===== src/rtl/latch_bank_sequencer_if.sv =====
// Requester-side and latch-bank-side signals of the latch bank write sequencer.
// The master modport is the requester/bench side; the slave modport is the sequencer.
interface latch_bank_sequencer_if #(
    parameter int NREQ = 4,
    parameter int DW   = 8,
    parameter int AW   = 2
);
    logic [NREQ-1:0]      req;
    logic [NREQ*AW-1:0]   req_addr;
    logic [NREQ*DW-1:0]   req_data;
    logic                 freeze;
    logic [NREQ-1:0]      ack;
    logic [DW-1:0]        latch_d;
    logic [(1<<AW)-1:0]   latch_en;
    logic                 busy;

    modport master (
        output req, req_addr, req_data, freeze,
        input  ack, latch_d, latch_en, busy
    );

    modport slave (
        input  req, req_addr, req_data, freeze,
        output ack, latch_d, latch_en, busy
    );
endinterface


===== src/rtl/latch_bank_sequencer.sv =====
// Round-robin write controller for a bank of level-sensitive latch words.
// Sequences setup / gate-open / hold so each latch sees a stable D across its open window.
module latch_bank_sequencer #(
    parameter int NREQ      = 4,
    parameter int DW        = 8,
    parameter int AW        = 2,
    parameter int SETUP_CYC = 1,
    parameter int GATE_CYC  = 1,
    parameter int HOLD_CYC  = 1
) (
    input logic                   input_clock1_clk,
    input logic                   input_reset1_rst_n,
    latch_bank_sequencer_if.slave bus
);
    localparam int NW   = 1 << AW;
    localparam int MAXC = (SETUP_CYC > GATE_CYC)
                        ? ((SETUP_CYC > HOLD_CYC) ? SETUP_CYC : HOLD_CYC)
                        : ((GATE_CYC  > HOLD_CYC) ? GATE_CYC  : HOLD_CYC);
    localparam int CW   = $clog2(MAXC + 1);
    localparam int IW   = $clog2(NREQ);

    typedef enum logic [1:0] {IDLE, SETUP, GATE, HOLD} state_t;

    state_t          state, state_nxt;
    logic [CW-1:0]   cnt, cnt_nxt;
    logic [IW-1:0]   rr, rr_nxt;
    logic [IW-1:0]   winner, winner_nxt;
    logic [AW-1:0]   addr, addr_nxt;
    logic [DW-1:0]   d_q, d_nxt;
    logic [NW-1:0]   en_q, en_nxt;
    logic [NREQ-1:0] ack_q, ack_nxt;
    logic            busy_q, busy_nxt;

    logic            grant_ok;
    logic [IW-1:0]   pick;
    logic [IW-1:0]   idx;

    // Round-robin search starting at rr; the first requester found wins.
    always_comb begin
        // NOTE: every combinational output gets a default first so no path leaves it unassigned (no latch).
        grant_ok = 1'b0;
        pick     = '0;
        idx      = rr;
        for (int k = 0; k < NREQ; k++) begin
            if (!grant_ok && bus.req[idx]) begin
                grant_ok = 1'b1;
                pick     = idx;
            end
            idx = (idx == IW'(NREQ - 1)) ? '0 : idx + 1'b1;
        end
    end

    always_comb begin
        state_nxt  = state;
        cnt_nxt    = cnt;
        rr_nxt     = rr;
        winner_nxt = winner;
        addr_nxt   = addr;
        d_nxt      = d_q;
        unique case (state)
            IDLE: begin
                if (!bus.freeze && grant_ok) begin
                    state_nxt  = SETUP;
                    cnt_nxt    = '0;
                    winner_nxt = pick;
                    addr_nxt   = bus.req_addr[pick*AW +: AW];
                    d_nxt      = bus.req_data[pick*DW +: DW];
                end
            end
            SETUP: begin
                if (cnt == CW'(SETUP_CYC - 1)) begin
                    state_nxt = GATE;
                    cnt_nxt   = '0;
                end else begin
                    cnt_nxt = cnt + 1'b1;
                end
            end
            GATE: begin
                if (cnt == CW'(GATE_CYC - 1)) begin
                    state_nxt = HOLD;
                    cnt_nxt   = '0;
                end else begin
                    cnt_nxt = cnt + 1'b1;
                end
            end
            HOLD: begin
                if (cnt == CW'(HOLD_CYC - 1)) begin
                    state_nxt = IDLE;
                    cnt_nxt   = '0;
                    rr_nxt    = (winner == IW'(NREQ - 1)) ? '0 : winner + 1'b1;
                end else begin
                    cnt_nxt = cnt + 1'b1;
                end
            end
            default: state_nxt = IDLE;
        endcase

        // Outputs are decoded from the next state so the flops themselves drive the pins.
        en_nxt = '0;
        if (state_nxt == GATE) en_nxt[addr_nxt] = 1'b1;
        ack_nxt = '0;
        if (state_nxt == HOLD && cnt_nxt == CW'(HOLD_CYC - 1)) ack_nxt[winner_nxt] = 1'b1;
        busy_nxt = (state_nxt != IDLE);
    end

    always_ff @(posedge input_clock1_clk or negedge input_reset1_rst_n) begin
        if (!input_reset1_rst_n) begin
            state  <= IDLE;
            cnt    <= '0;
            rr     <= '0;
            winner <= '0;
            addr   <= '0;
            d_q    <= '0;
            en_q   <= '0;
            ack_q  <= '0;
            busy_q <= 1'b0;
        end else begin
            // NOTE: non-blocking assignments so every flop samples the pre-edge values.
            state  <= state_nxt;
            cnt    <= cnt_nxt;
            rr     <= rr_nxt;
            winner <= winner_nxt;
            addr   <= addr_nxt;
            d_q    <= d_nxt;
            en_q   <= en_nxt;
            ack_q  <= ack_nxt;
            busy_q <= busy_nxt;
        end
    end

    assign bus.latch_d  = d_q;
    assign bus.latch_en = en_q;
    assign bus.ack      = ack_q;
    assign bus.busy     = busy_q;
endmodule


===== src/flat_wrapper.sv =====
// flat-port wrapper written by rule: the top's interface ports become plain ports
module latch_bank_sequencer_flat 
#(
    parameter int NREQ      = 4,
    parameter int DW        = 8,
    parameter int AW        = 2,
    parameter int SETUP_CYC = 1,
    parameter int GATE_CYC  = 1,
    parameter int HOLD_CYC  = 1
)
  (input_clock1_clk, input_reset1_rst_n, bus_req, bus_req_addr, bus_req_data, bus_freeze, bus_ack, bus_latch_d, bus_latch_en, bus_busy);
  latch_bank_sequencer_if #(.NREQ(NREQ), .DW(DW), .AW(AW)) bus_i ();
  input logic input_clock1_clk;
  input logic input_reset1_rst_n;
  input wire logic [$bits(bus_i.req)-1:0] bus_req;
  input wire logic [$bits(bus_i.req_addr)-1:0] bus_req_addr;
  input wire logic [$bits(bus_i.req_data)-1:0] bus_req_data;
  input wire logic [$bits(bus_i.freeze)-1:0] bus_freeze;
  output wire logic [$bits(bus_i.ack)-1:0] bus_ack;
  output wire logic [$bits(bus_i.latch_d)-1:0] bus_latch_d;
  output wire logic [$bits(bus_i.latch_en)-1:0] bus_latch_en;
  output wire logic [$bits(bus_i.busy)-1:0] bus_busy;
  assign bus_i.req = bus_req;
  assign bus_i.req_addr = bus_req_addr;
  assign bus_i.req_data = bus_req_data;
  assign bus_i.freeze = bus_freeze;
  assign bus_ack = bus_i.ack;
  assign bus_latch_d = bus_i.latch_d;
  assign bus_latch_en = bus_i.latch_en;
  assign bus_busy = bus_i.busy;
  latch_bank_sequencer #(.NREQ(NREQ), .DW(DW), .AW(AW), .SETUP_CYC(SETUP_CYC), .GATE_CYC(GATE_CYC), .HOLD_CYC(HOLD_CYC)) u_core (.input_clock1_clk(input_clock1_clk), .input_reset1_rst_n(input_reset1_rst_n), .bus(bus_i));
endmodule

===== config.mk =====
export PLATFORM = sky130hd
export DESIGN_NAME = latch_bank_sequencer_flat
export DESIGN_NICKNAME = d
export VERILOG_FILES = /design/src/rtl/latch_bank_sequencer_if.sv /design/src/rtl/latch_bank_sequencer.sv /design/src/flat_wrapper.sv
export SDC_FILE = /design/constraint.sdc
export NUM_CORES = 1
export LEC_CHECK = 0
export CAP_MARGIN = 0
export CORE_ASPECT_RATIO = 1.25
export CORE_MARGIN = 5
export CORE_UTILIZATION = 44
export CTS_CLUSTER_DIAMETER = 150
export DETAILED_ROUTE_END_ITERATION = 7
export HOLD_SLACK_MARGIN = 0.03
export PLACE_DENSITY = 0.85
export SLEW_MARGIN = 20
export SYNTH_ARGS = -nofsm -noshare
export SYNTH_HDL_FRONTEND = slang
export SYNTH_SLANG_ARGS = --single-unit

===== constraint.sdc =====
create_clock -name input_clock1_clk -period 3.1 [get_ports input_clock1_clk]
set_input_delay 0.62 -clock input_clock1_clk [delete_from_list [all_inputs] [get_ports input_clock1_clk]]
set_output_delay 0.62 -clock input_clock1_clk [all_outputs]
set_load 0.01 [all_outputs]

# Word-level counts from Yosys, hierarchy flattened
# Index checks and enable logic that the tools add are counted.
# Widths: inputs -> output; s select.
# op_classes
addsub,5
n_lt_le_gt_ge,8
eq_ne,9
shifts,2
mux,38
bitwise,2
reduce_logical,16
# op_table
cell,n
$mux 2,16
$shiftx 32x6->8,1
$lt 2x3->1 const B,6
$eq 2x2->1 const B,8
$mux 1,12
$add 2x1->2 const B,4
$bmux 1 s2,4
$mux 4,2
$pmux 2 s4,1
$shiftx 8x4->2,1
$logic_and 1x1->1,7
$demux 1 s2,2
$ge 2x1->1 const B,2
$logic_not 1->1,4
$reduce_and 2->1,2
$reduce_or 3->1,1
$eq 2x1->1 const B,1
$logic_not 2->1,1
$not 1->1,2
$pmux 1 s2,1
$reduce_bool 2->1,1
$add 1x1->1 const B,1
# word_totals
regBits,26
input_bits,47
output_inout_bits,17
word_cells,89

# Longest topological paths before layout
# Gate-level depths: netlist of run 1.
# depth
ltp_word,20
depth_mapped,12
depth_no_buf,10

# Least setup slack after synthesis of run 1
# No wires, ideal clock.
# synth_timing
path_type,in2reg
from,input port u_core.rr[0]
to,register u_core.d_q[0] (netlist: u_core.bus.latch_d[0])
setup_time_ns,0.118
arrival_ns,2.368
t_required_ns,2.982
setup_slack_ns,0.614
stages,13
n_path_buf,3
path_cell_list,dfrtp_1 -> ha_1 -> buf_2 -> nor4b_1 -> nor2_1 -> a41oi_1 -> nor2_1 -> o21ai_2 -> buf_6 -> buf_6 -> mux2i_1 -> o22ai_1 -> a21o_1
# synth_via
elab_chain_len,14
word_cells_on_any_way,34
classes_between,3 x add/sub; 3 x eq/ne; 1 x shift; 19 x mux; 8 x reduce/logical
# synth_rtl
element,line_no,text
start: declaration,latch_bank_sequencer.sv:26,"logic [IW-1:0] rr, rr_nxt;"
"parallel branches: the longest is 14 deep, another holds $add 2x1->2",n/a,
end signal: assignment,latch_bank_sequencer.sv:124,d_q <= d_nxt;
end: declaration,latch_bank_sequencer.sv:29,"logic [DW-1:0] d_q, d_nxt;"
# Parallel ways; which one is timed is not known. The select of a mux whose other input is x is not followed.
# A chain may end at the register's enable or synchronous reset.

# Final worst setup path of run 1
# layout_timing
from,input port bus_req[0]
to,register u_core.en_q[2] (netlist: u_core.bus.latch_en[2])
# layout_via
elab_chain_len,20
word_cells_on_any_way,35
classes_between,2 x order compare; 1 x eq/ne; 1 x shift; 23 x mux; 8 x reduce/logical
# layout_rtl
element,line_no,text
start: declaration,flat_wrapper.sv:15,input wire logic [$bits(bus_i.req)-1:0] bus_req;
$bmux 1 s2,latch_bank_sequencer.sv:45,if (!grant_ok && bus.req[idx]) begin
$mux 1 (not written as such),latch_bank_sequencer.sv:45,
$mux 1,latch_bank_sequencer.sv:45,
$logic_not 1->1,latch_bank_sequencer.sv:45,
$logic_and 1x1->1,latch_bank_sequencer.sv:45,
$mux 1,latch_bank_sequencer.sv:45,
$logic_not 1->1,latch_bank_sequencer.sv:45,
$logic_and 1x1->1,latch_bank_sequencer.sv:45,
[6 not listed],n/a,
$mux 2 (*),latch_bank_sequencer.sv:60,unique case (state)
via u_core.addr_nxt[0],latch_bank_sequencer.sv:28,"logic [AW-1:0] addr, addr_nxt;"
$lt 2x3->1 (not written as such) or $ge 2x1->1 (tied branches),latch_bank_sequencer.sv:100,if (state_nxt == GATE) en_nxt[addr_nxt] = 1'b1;
$logic_and 1x1->1 (not written as such),latch_bank_sequencer.sv:100,
$mux 1 (not written as such),latch_bank_sequencer.sv:100,
$demux 1 s2 (*),n/a,
$mux 4 (*),latch_bank_sequencer.sv:100,
via u_core.en_nxt[2],latch_bank_sequencer.sv:30,"logic [NW-1:0] en_q, en_nxt;"
end signal: assignment,latch_bank_sequencer.sv:125,en_q <= en_nxt;
end: declaration,latch_bank_sequencer.sv:30,
# The timed path passes the listed nets; every way through them passes the cells marked *. The select of a mux whose other input is x is not followed.

==> results of run 1 <==
[worst max-delay path by stage]
stage                     depth (start not counted)                endpoint  slack (ns)    startpoint
after CTS                                         9  u_core.bus.latch_en[2]        0.36  u_core.rr[1]
final                                            10  u_core.bus.latch_en[2]        0.35    bus_req[0]
after floorplan                                  12   u_core.bus.latch_d[0]        0.61  u_core.rr[0]
after global placement                           11          u_core.addr[1]        0.13    bus_req[0]
after detailed placement                         10  u_core.bus.latch_en[2]        0.08    bus_req[0]
after global routing                              9  u_core.bus.latch_en[2]        0.16  u_core.rr[1]
[placed cells by master, fill, tap and decap left out, types with 3 or more instances in the layout]
cell type / instances
mux2i_1: 24
nor4b_1: 4
o22ai_1: 6
nor3b_1: 3
a21o_1: 6
nand2_1: 12
nor2_1: 12
clkdlybuf4s50_1: 63
mux2_1: 3
a21oi_1: 3
nor3_1: 4
clkbuf_8: 3
buf_4: 8
nor3b_2: 3
nand3_1: 3
nor2b_1: 4
mux2_2: 3
o221ai_1: 3
nand2b_1: 3
dfrtp_1: 26
[metal layers]
| metal | global-route usage | up-vias | routed length (µm) |
|---|---|---|---|
| met5 | 0 | - | 0 |
| met3 | 0.0622 | 7 | 417 |
| met4 | 0.0539 | 0 | 48 |
| met2 | 0.284 | 62 | 1820 |
| met1 | 0.175 | 690 | 1460 |
| li1 | - | 724 | - |
[cells in the mapped netlist, drive strengths merged, types with 2 or more instances]
library cell   n
and2           2
o22ai          6
nor2b          4
o221ai         4
nand2b         3
a21oi          3
o21ai          4
mux2           6
ha             2
nor2          12
nand2         12
buf            8
a31oi          2
nor3           5
a21o           6
nor4           2
mux2i         24
nor4b          4
xnor2          2
dfrtp         26
nand3          3
nor3b          6
inv            2
[power breakdown]
part | switching [mW] | leakage [nW] | internal (mW)
combinational | 0.767 | 0.682 | 0.818
sequential | 0.0894 | 0.330 | 0.484
clock | 0.0961 | 0.0216 | 0.0870
[sequential cells by signal, indices dropped and copies added (netlist names)]
register and flops:
u_core.rr 2, u_core.bus.busy 1, u_core.cnt 1, u_core.bus.latch_d 8, u_core.winner 2, u_core.bus.ack 4, u_core.bus.latch_en 4, u_core.state 2
u_core.addr 2
[metrics by stage]
step,worst slack (ns),instances,util,instance area [µm²]
CTS,0.356,266,0.641,2410
floorplan,0.614,160,-,1680
finish,0.351,266,0.641,2410
detailed placement,0.0799,263,0.630,2370
global placement,0.131,263,0.630,2370
global route,0.160,266,0.641,2410
[layout make-up]
cell class / instances / area, µm² / share of cell area
well taps: 40 / 50.0 / 0.0208
multi-input cells: 123 / 947 / 0.393
inverters: 2 / 7.51 / 0.00312
repair buffers: 72 / 711 / 0.295
flip-flops and latches: 26 / 651 / 0.270
clock buffers: 3 / 41.3 / 0.0172
[cell families after synthesis]
family | count (synthesis)
compound gates | 30
xor+xnor | 2
buf+inv | 11
fa+ha+maj | 2
simple gates | 59
flops | 26
mux | 30
==> reports/results.ini, run 1 <==
[floorplanning]
die_h_um = 79.1
ios = 64
die_area_mm2 = 0.00516
die_w_um = 65.3
start_util = 0.448
core_mm2 = 0.00375
std_cell_rows = 25

[worst_setup_path]
crit_chain = clkdlybuf4s50_1, buf_4, mux2i_1, mux2_2, a41oi_1, nor2_1, o21ai_2, mux2i_1, o221ai_4, nor4_2
cp.buffers_inverters = 2
crit_family = multiplexers
slowest_delay_ns = 0.56
r2r_slack_ns = 0.40
cp_common_cell = mux2i_1
crit_type = primary input to flip-flop
crit_slowest_cell = clkdlybuf4s50_1
cp-start-kind = primary input
crit_path_max_fanout = 6
r2r_start = u_core.rr[1]
arrival_ns = 2.92
rr_worst_depth = 10
critPathCaptureType = flip-flop
reg2reg_to = u_core.addr[1]
cp.required_ns = 3.27

[synthesis]
ys_ff_latch = 26
syn_inst = 160
synthXorXnorAreaFrac = 0.0104
synth_top_family_by_area = simple AND/OR/NAND/NOR gates
synth.avg_cell_area_um2 = 10.5
synth_area_leaders = dfrtp_1 (39%), mux2i_1 (14%), buf_6 (3.4%)
synth_area_mm2 = 0.00168
synth_largest_area_cell = dfrtp_1
yosysWarningCount = 0
ys_types = 44
synthSimpleGateAreaFrac = 0.214
synth_compound_area_frac = 0.141
ys.flop_type = dfrtp_1
synth_fa_ha_area_frac = 0.0149
synth-edff-count = 0
muxShareOfSynthArea = 0.183
ys_async_sr_fraction = 1.00
seq_area_frac_synth = 0.387
synth_nets = 209
synth_largest_type_area_fraction = 0.387

[hold_path]
hold_path.startpoint = u_core.bus.latch_d[4]
hold_class = flip-flop to flip-flop
hold_depth = 1
whs_endpoint = u_core.bus.latch_d[4]

[placed_design]
port_buffers = 63
hpwl_um = 3090
gp_congestion = 0.826

[cells_and_area]
n_fill_cell = 314
area_growth_syn_to_layout_pct = 43.3
drive_gt1_frac = 0.119
nets = 277
antennaDiodeCount = 0

[sta]
relSlewSlack = 0.759
max_clock_freq_ghz = 0.364
final_hold_viol_count = 0
skew_ns = 0.00153
finalCritPeriodShare = 0.887
timing.setup.tns_ns = 0
drv_slew = 0
period_minus_slack_ns = 2.75
hold_slack_ns = 0.479
worst_pin_slew_ns = 0.351
finalSetupViolCount = 0
rsz0062_at_grt = false

[detailed_routing]
vias_per_cell = 5.58
vias = 1483
drt-total-wl_um = 3750
ant_nets = 0
first_pass_iters = 4
wl_per_cell_um = 14.1
post-route-drc-count = 0
drtIter0Drc = 162

[outcome]
outcome = finished clean

[global_route]
grt_pass1_wl_um = 6530
grt_usage = 0.161
grt_max_degree = 27
grt_pass1_vias = 1555
antenna_found_initial = 0
grt.overflow.total = 0

[clock_tree]
clkSinkCount = 26
cts_tree = yes
ctsRootBufferMaster = clkbuf_8
cts_max_level = 1
clockBufferDepth = 2
cts_resized = 0
cts_hold_buffers = 0
worst_skew_pair.late_latency_ns = 0.26
cts_inserted_buffers = 3
cts.clk_slew.worst_paths_ns = 0.08
post_cts_buffers = 0

[power]
p_leak_nw = 1.03
p_total_mw = 2.34
power_density_mw_per_mm2 = 972
ir_worst_vdd_v = 0.000540

[run]
drv_cap = 0

(Power assumes the default switching activity.)
==> run 2, diff against run 1 <==
Settings changed: SLEW_MARGIN 20 to 10.
==> results of run 2 <==
Final layout, timing and power as in run 1 (identical DEF).
